===== src/rtl/alu_pkg.sv =====
// ---------------------------------------------------------------------------
// alu_pkg
// Shared definitions for the ALU result stage and its neighbours.
//   FLAG_N/Z/C/V  : bit positions inside the NZCV flag vector
//   DEF_WIDTH     : default datapath / result width
//   DEF_FLAG_W    : default flag width
//   DEF_RD_W      : default register-file destination address width
//   alu_wb_t      : writeback payload {result, rd, wr_en} at default widths
//   make_nzcv     : helper that packs four flag bits into NZCV order
// ---------------------------------------------------------------------------
package alu_pkg;

   localparam int FLAG_N = 3;
   localparam int FLAG_Z = 2;
   localparam int FLAG_C = 1;
   localparam int FLAG_V = 0;

   localparam int DEF_WIDTH  = 32;
   localparam int DEF_FLAG_W = 4;
   localparam int DEF_RD_W   = 4;

   typedef struct packed {
      logic [DEF_WIDTH-1:0] result;
      logic [DEF_RD_W-1:0]  rd;
      logic                 wr_en;
   } alu_wb_t;

   function automatic logic [DEF_FLAG_W-1:0] make_nzcv(input logic n,
                                                      input logic z,
                                                      input logic c,
                                                      input logic v);
      logic [DEF_FLAG_W-1:0] f;
      f         = '0;
      f[FLAG_N] = n;
      f[FLAG_Z] = z;
      f[FLAG_C] = c;
      f[FLAG_V] = v;
      return f;
   endfunction

endpackage


===== src/rtl/alu_result_stage_if.sv =====
// ---------------------------------------------------------------------------
// alu_result_stage_if
// Bundles the two valid/ready channels of the ALU result stage.
//   in_*   : ALU -> stage  (valid, result, new_flag, s, rd, wr_en; ready back)
//   out_*  : stage -> writeback (valid, result, rd, wr_en; ready back)
// Modports:
//   master : the environment side (drives ALU outputs and writeback ready)
//   slave  : the stage itself
// ---------------------------------------------------------------------------
interface alu_result_stage_if
   import alu_pkg::*;
#(
   parameter int WIDTH  = DEF_WIDTH,
   parameter int FLAG_W = DEF_FLAG_W,
   parameter int RD_W   = DEF_RD_W
) ();

   logic              in_valid;
   logic              in_ready;
   logic [WIDTH-1:0]  in_result;
   logic [FLAG_W-1:0] in_new_flag;
   logic              in_s;
   logic [RD_W-1:0]   in_rd;
   logic              in_wr_en;

   logic              out_valid;
   logic              out_ready;
   logic [WIDTH-1:0]  out_result;
   logic [RD_W-1:0]   out_rd;
   logic              out_wr_en;

   modport master (
      output in_valid,
      output in_result,
      output in_new_flag,
      output in_s,
      output in_rd,
      output in_wr_en,
      input  in_ready,
      input  out_valid,
      input  out_result,
      input  out_rd,
      input  out_wr_en,
      output out_ready
   );

   modport slave (
      input  in_valid,
      input  in_result,
      input  in_new_flag,
      input  in_s,
      input  in_rd,
      input  in_wr_en,
      output in_ready,
      output out_valid,
      output out_result,
      output out_rd,
      output out_wr_en,
      input  out_ready
   );

endinterface


===== src/rtl/alu_result_stage_skid_fifo2.sv =====
// ---------------------------------------------------------------------------
// skid_fifo2
// Generic 2-entry valid/ready FIFO with synchronous flush.
//   clk, rst_n   : rising-edge clock, synchronous active-low reset
//   flush        : drop every held entry at the next edge (beats push/pop)
//   push_valid/push_ready/push_data : write side
//   pop_valid/pop_ready/pop_data    : read side, head held in registers
//   count        : entries currently held (0..2)
// push_ready depends only on the stored count, never on pop_ready, so the
// upstream is not stalled combinationally by downstream back-pressure.
// ---------------------------------------------------------------------------
module skid_fifo2 #(
   parameter int W = 8
) (
   input  logic         clk,
   input  logic         rst_n,
   input  logic         flush,
   input  logic         push_valid,
   output logic         push_ready,
   input  logic [W-1:0] push_data,
   output logic         pop_valid,
   input  logic         pop_ready,
   output logic [W-1:0] pop_data,
   output logic [1:0]   count
);

   logic [W-1:0] mem [2];
   logic         wr_ptr;
   logic         rd_ptr;
   logic [1:0]   cnt;
   logic         push;
   logic         pop;

   assign push_ready = (cnt != 2'd2);
   assign pop_valid  = (cnt != 2'd0);
   assign push       = push_valid & push_ready;
   assign pop        = pop_valid & pop_ready;
   assign pop_data   = mem[rd_ptr];
   assign count      = cnt;

   // Storage is cleared on reset so the head never shows X, and is only
   // written on a real (non-flushed) push.
   always_ff @(posedge clk) begin
      if (!rst_n) begin
         mem[0] <= '0;
         mem[1] <= '0;
      end else if (push && !flush) begin
         mem[wr_ptr] <= push_data;
      end
   end

   // Pointers are single bits, so toggling them is the 1 -> 0 wrap.
   always_ff @(posedge clk) begin
      if (!rst_n || flush) begin
         wr_ptr <= 1'b0;
         rd_ptr <= 1'b0;
      end else begin
         if (push) begin
            wr_ptr <= ~wr_ptr;
         end
         if (pop) begin
            rd_ptr <= ~rd_ptr;
         end
      end
   end

   // Simultaneous push and pop only happens at count 1 and leaves it there.
   always_ff @(posedge clk) begin
      if (!rst_n || flush) begin
         cnt <= 2'd0;
      end else begin
         unique case ({push, pop})
            2'b10:   cnt <= cnt + 2'd1;
            2'b01:   cnt <= cnt - 2'd1;
            default: cnt <= cnt;
         endcase
      end
   end

endmodule


===== src/rtl/alu_result_stage.sv =====
// ---------------------------------------------------------------------------
// alu_result_stage
// Captures ALU results into a 2-entry skid buffer for register writeback and
// owns the architectural NZCV flag register that feeds every ALU unit.
//   clk, rst_n : rising-edge clock, synchronous active-low reset
//   flush      : discard buffered entries and any same-cycle push
//   bus        : alu_result_stage_if.slave (in_* from ALU, out_* to writeback)
//   flag_q     : architectural NZCV, [3]=N [2]=Z [1]=C [0]=V
//   occupancy  : entries held (0..2)
// Flags change when an instruction is accepted, not when it writes back, so
// writeback back-pressure never delays flag visibility to the next ALU op.
// ---------------------------------------------------------------------------
module alu_result_stage
   import alu_pkg::*;
#(
   parameter int WIDTH  = DEF_WIDTH,
   parameter int FLAG_W = DEF_FLAG_W,
   parameter int RD_W   = DEF_RD_W,
   parameter int DEPTH  = 2
) (
   input  logic              clk,
   input  logic              rst_n,
   input  logic              flush,
   alu_result_stage_if.slave bus,
   output logic [FLAG_W-1:0] flag_q,
   output logic [1:0]        occupancy
);

   localparam int PAY_W = WIDTH + RD_W + 1;

   logic [PAY_W-1:0] push_data;
   logic [PAY_W-1:0] head_data;
   logic             fifo_push_ready;
   logic             fifo_pop_valid;
   logic [1:0]       fifo_count;
   logic             accept;

   // Payload order is {result, rd, wr_en}; wr_en=0 entries still travel so
   // flag-only ops keep their place in the writeback order.
   assign push_data = {bus.in_result, bus.in_rd, bus.in_wr_en};

   skid_fifo2 #(
      .W (PAY_W)
   ) u_fifo (
      .clk        (clk),
      .rst_n      (rst_n),
      .flush      (flush),
      .push_valid (bus.in_valid),
      .push_ready (fifo_push_ready),
      .push_data  (push_data),
      .pop_valid  (fifo_pop_valid),
      .pop_ready  (bus.out_ready),
      .pop_data   (head_data),
      .count      (fifo_count)
   );

   assign bus.in_ready   = fifo_push_ready;
   assign bus.out_valid  = fifo_pop_valid;
   assign bus.out_result = head_data[PAY_W-1 -: WIDTH];
   assign bus.out_rd     = head_data[RD_W:1];
   assign bus.out_wr_en  = head_data[0];
   assign occupancy      = fifo_count;

   assign accept = bus.in_valid & fifo_push_ready;

   // A flushed accept is void, so its flag update is suppressed as well.
   always_ff @(posedge clk) begin
      if (!rst_n) begin
         flag_q <= '0;
      end else if (accept && !flush && bus.in_s) begin
         flag_q <= bus.in_new_flag;
      end
   end

endmodule


===== src/flat_wrapper.sv =====
// flat-port wrapper written by rule: the top's interface ports become plain ports
module alu_result_stage_flat import alu_pkg::*;
#(
   parameter int WIDTH  = DEF_WIDTH,
   parameter int FLAG_W = DEF_FLAG_W,
   parameter int RD_W   = DEF_RD_W,
   parameter int DEPTH  = 2
)
  (clk, rst_n, flush, flag_q, occupancy, bus_in_valid, bus_in_result, bus_in_new_flag, bus_in_s, bus_in_rd, bus_in_wr_en, bus_in_ready, bus_out_valid, bus_out_result, bus_out_rd, bus_out_wr_en, bus_out_ready);
  alu_result_stage_if #(.WIDTH(WIDTH), .FLAG_W(FLAG_W), .RD_W(RD_W)) bus_i ();
  input  logic clk;
  input  logic rst_n;
  input  logic flush;
  output logic [FLAG_W-1:0] flag_q;
  output logic [1:0] occupancy;
  input wire logic [$bits(bus_i.in_valid)-1:0] bus_in_valid;
  input wire logic [$bits(bus_i.in_result)-1:0] bus_in_result;
  input wire logic [$bits(bus_i.in_new_flag)-1:0] bus_in_new_flag;
  input wire logic [$bits(bus_i.in_s)-1:0] bus_in_s;
  input wire logic [$bits(bus_i.in_rd)-1:0] bus_in_rd;
  input wire logic [$bits(bus_i.in_wr_en)-1:0] bus_in_wr_en;
  output wire logic [$bits(bus_i.in_ready)-1:0] bus_in_ready;
  output wire logic [$bits(bus_i.out_valid)-1:0] bus_out_valid;
  output wire logic [$bits(bus_i.out_result)-1:0] bus_out_result;
  output wire logic [$bits(bus_i.out_rd)-1:0] bus_out_rd;
  output wire logic [$bits(bus_i.out_wr_en)-1:0] bus_out_wr_en;
  input wire logic [$bits(bus_i.out_ready)-1:0] bus_out_ready;
  assign bus_i.in_valid = bus_in_valid;
  assign bus_i.in_result = bus_in_result;
  assign bus_i.in_new_flag = bus_in_new_flag;
  assign bus_i.in_s = bus_in_s;
  assign bus_i.in_rd = bus_in_rd;
  assign bus_i.in_wr_en = bus_in_wr_en;
  assign bus_in_ready = bus_i.in_ready;
  assign bus_out_valid = bus_i.out_valid;
  assign bus_out_result = bus_i.out_result;
  assign bus_out_rd = bus_i.out_rd;
  assign bus_out_wr_en = bus_i.out_wr_en;
  assign bus_i.out_ready = bus_out_ready;
  alu_result_stage #(.WIDTH(WIDTH), .FLAG_W(FLAG_W), .RD_W(RD_W), .DEPTH(DEPTH)) u_core (.clk(clk), .rst_n(rst_n), .flush(flush), .bus(bus_i), .flag_q(flag_q), .occupancy(occupancy));
endmodule

===== config.mk =====
export PLATFORM = sky130hd
export DESIGN_NAME = alu_result_stage_flat
export DESIGN_NICKNAME = d
export VERILOG_FILES = /design/src/rtl/alu_pkg.sv /design/src/rtl/alu_result_stage_if.sv /design/src/rtl/alu_result_stage_skid_fifo2.sv /design/src/rtl/alu_result_stage.sv /design/src/flat_wrapper.sv
export SDC_FILE = /design/constraint.sdc
export NUM_CORES = 1
export LEC_CHECK = 0
export BUFFER_PORTS_ARGS = -buffer_cell sky130_fd_sc_hd__buf_2
export CAP_MARGIN = 10
export CORE_ASPECT_RATIO = 0.5
export CORE_UTILIZATION = 40
export DETAILED_ROUTE_END_ITERATION = 10
export MAX_ROUTING_LAYER = met4
export PLACE_DENSITY = 0.64
export REMOVE_ABC_BUFFERS = 1
export SLEW_MARGIN = 20
export SYNTH_ARGS = -nofsm -noshare
export SYNTH_HDL_FRONTEND = slang
export SYNTH_SLANG_ARGS = --single-unit

===== constraint.sdc =====
create_clock -name clk -period 2.5 [get_ports clk]
set_clock_uncertainty 0.1 [all_clocks]
set_input_delay 0.125 -clock clk [delete_from_list [all_inputs] [get_ports clk]]
set_output_delay 0.125 -clock clk [all_outputs]
set_load 0.05 [all_outputs]

==> out/results.txt <==
Status = finished, final reports clean
Worst skew pair latency = 0.33 ns
Post-CTS Hold Buffers = 41
Clock Sinks = 83
Slowest stage delay, CP = 0.42 ns
GRT busiest layer = met2
Hpwl dp = 4230 um
Largest cells by area after synthesis = edfxtp_1 61%, and2_1 13%, mux2_2 11%
Post-synthesis instance total = 245
Pre-antenna DRT Iters = 4
Die height = 69.7 um
Synth area leader = edfxtp_1
Layout Nets = 428
Final worst slack = 0.571 ns
Period Utilization, post-route = 0.772
Crit path kind = flip-flop to output pin
Layout cell share with drive strength beyond 1 = 0.396
Area occupied by multi-input gates = 1150 um2
Starting Density = 0.416
Core Area = 8800 um2
Total GRT Usage = 0.166
Post-layout min period = 1.93 ns
Synthesized cell area = 3660 um2
Root buffer cell = clkbuf_16
Largest net degree at the start of global routing = 38
Fmax = 518 MHz
Startpoint Class = flip-flop
Final Hold Fails = 0
Type of element capturing the critical path = output pin
DP Area = 4230 um2
Die X = 137 um
Synthesized area per cell = 15.0 um2
Post-CTS setup buffers = 0
Area share of the largest cell type after synthesis = 0.607
Sequential share of the synthesized area = 0.656
Final instance area = 4920 um2
Ys flop type = edfxtp_1
Total die area = 9570 um2
Crit-path slowest cell = buf_4
DR vias/cell = 4.61
Async set or reset register ratio after synthesis = 0
Worst Max-Slew Pin Slew = 0.513 ns
CTS H-tree lvls = 3
Max rail drop VDD = 0.369 mV
Post-Route WL = 7000 um
FF/Latch Area = 2400 um2
EDFF count, synth = 74
Worst-path fanout max = 37
Yosys cell types = 24
Clock tree buffer depth = 2
Post-Place Cells = 445
Slew margin rel. = 0.658
Worst Min Path Start = flush
Critical Path, Cell by Cell = buf_4 -> mux2_2 -> buf_2
Most instantiated cells after synthesis = 74 x and2_1, 74 x edfxtp_1, 37 x mux2_2
Post_cts resized = 0
#FFs+latches synth = 83
CP arrival = 1.70 ns
Via count = 2,308
GR Layer Usage met3 = 0.0577
Port Buffers = 91
Initial antenna violation count = 0
# IOs = 92
Routability Congestion = 0.687
GR Util met1 = 0.180
Number of global-route vias before repair = 2,381
Met2 Use GR = 0.278
Total CTS buffers = 9
Setup_tns = 0 ns
TritonCTS clock tree = yes
Antenna cells = 0
Post-Layout Cell Count = 501
Pwr/cell area = 670 nW/um2
RSZ-0062 raised after global routing = false
Hold Crit Class = primary input to flip-flop
Residual DRC count = 0
Ys Warns = 0
First-pass GRT wire length = 11,200 um
Total congestion overflow = 0
Clk slew on worst S/H paths = 0.06 ns
Max-cap violations = 0
Worst r2r src = u_core.u_fifo.count[1]
Critical Path RT = 2.28 ns
Post-route ant nets = 0
Place WS = 0.687 ns
Synth-to-layout area growth = 34.3%
DR WL/cell = 14.0 um
Leakage Power = 2.04 nW
Worst hold margin = 0.0276 ns
FP Rows = 24
Initial drt markers = 129
Fillers = 765
Max Slew Vio Count = 0
Setup violators final = 0
==> logic make-up after synthesis <==
group | synth area share
and+or+nand+nor | 0.171
DFF | 0.656
muxes | 0.125
buffers and inverters | 0.0307
AOI/OAI and AO/OA | 0.00751
xor gates and xnor gates | 0.00717
adders and majority gates | 0.00341
==> sequential cells by signal, summed over array words and instances, names as in the netlist, named ones only <==
signal and flops:
u_core.flag_q 4, u_core.u_fifo.mem 74, u_core.u_fifo.wr_ptr 1, u_core.u_fifo.rd_ptr 1, u_core.u_fifo.count 2
==> layout make-up <==
class | count | area share
clock inverter | 4 | 0.00865
inverter | 3 | 0.00229
multi-input combinational | 146 | 0.235
timing repair buffer | 137 | 0.189
sequential | 83 | 0.489
tap | 117 | 0.0298
clock buffer | 11 | 0.0473
==> critical path, delay by kind of cell (launching register included) <==
kind	cells	cell delay (ns)
buffers and inverters	2	0.63
flip-flops	1	0.31
multiplexers	1	0.41
==> worst paths after layout <==
kind,endpoint,slack (ns),cells after the start
setup reg to reg,u_core.u_fifo.count[1],0.68,6
setup / recovery,bus_out_result[6],0.57,3
hold / removal,u_core.flag_q[1],0.03,3
hold reg to reg,u_core.flag_q[1],0.36,2
==> layer usage <==
| layer | part of all wire | vias up |
|---|---|---|
| met5 | 0 | - |
| met4 | 0.018 | 0 |
| met3 | 0.049 | 11 |
| met2 | 0.51 | 55 |
| met1 | 0.42 | 1115 |
| li1 | - | 1127 |
==> cells in the final DEF, fill, tap and decap left out, drive strengths merged, types with 4 or more instances in the layout <==
| master | count |
|---|---|
| and2 | 74 |
| buf | 96 |
| clkbuf | 11 |
| dfxtp | 9 |
| dlygate4sd3 | 41 |
| edfxtp | 74 |
| mux2 | 37 |
| mux2i | 4 |
| nand2 | 9 |
==> through the flow <==
stage | utilization | total power [mW]
2_1_floorplan | - | 1.91
4_1_cts | 0.559 | 3.32
6_report | 0.559 | 3.29
5_1_grt | 0.559 | 3.41
3_3_place_gp | 0.481 | 2.03
3_5_place_dp | 0.481 | 2.04
==> power by group <==
group | internal [mW] | switching (mW) | leakage, nW
Sequential | 1.58 | 0.0200 | 0.843
Clock | 0.759 | 0.478 | 0.134
Combinational | 0.167 | 0.290 | 1.06
Total | 2.51 | 0.788 | 2.04
(Power assumes the default switching activity.)
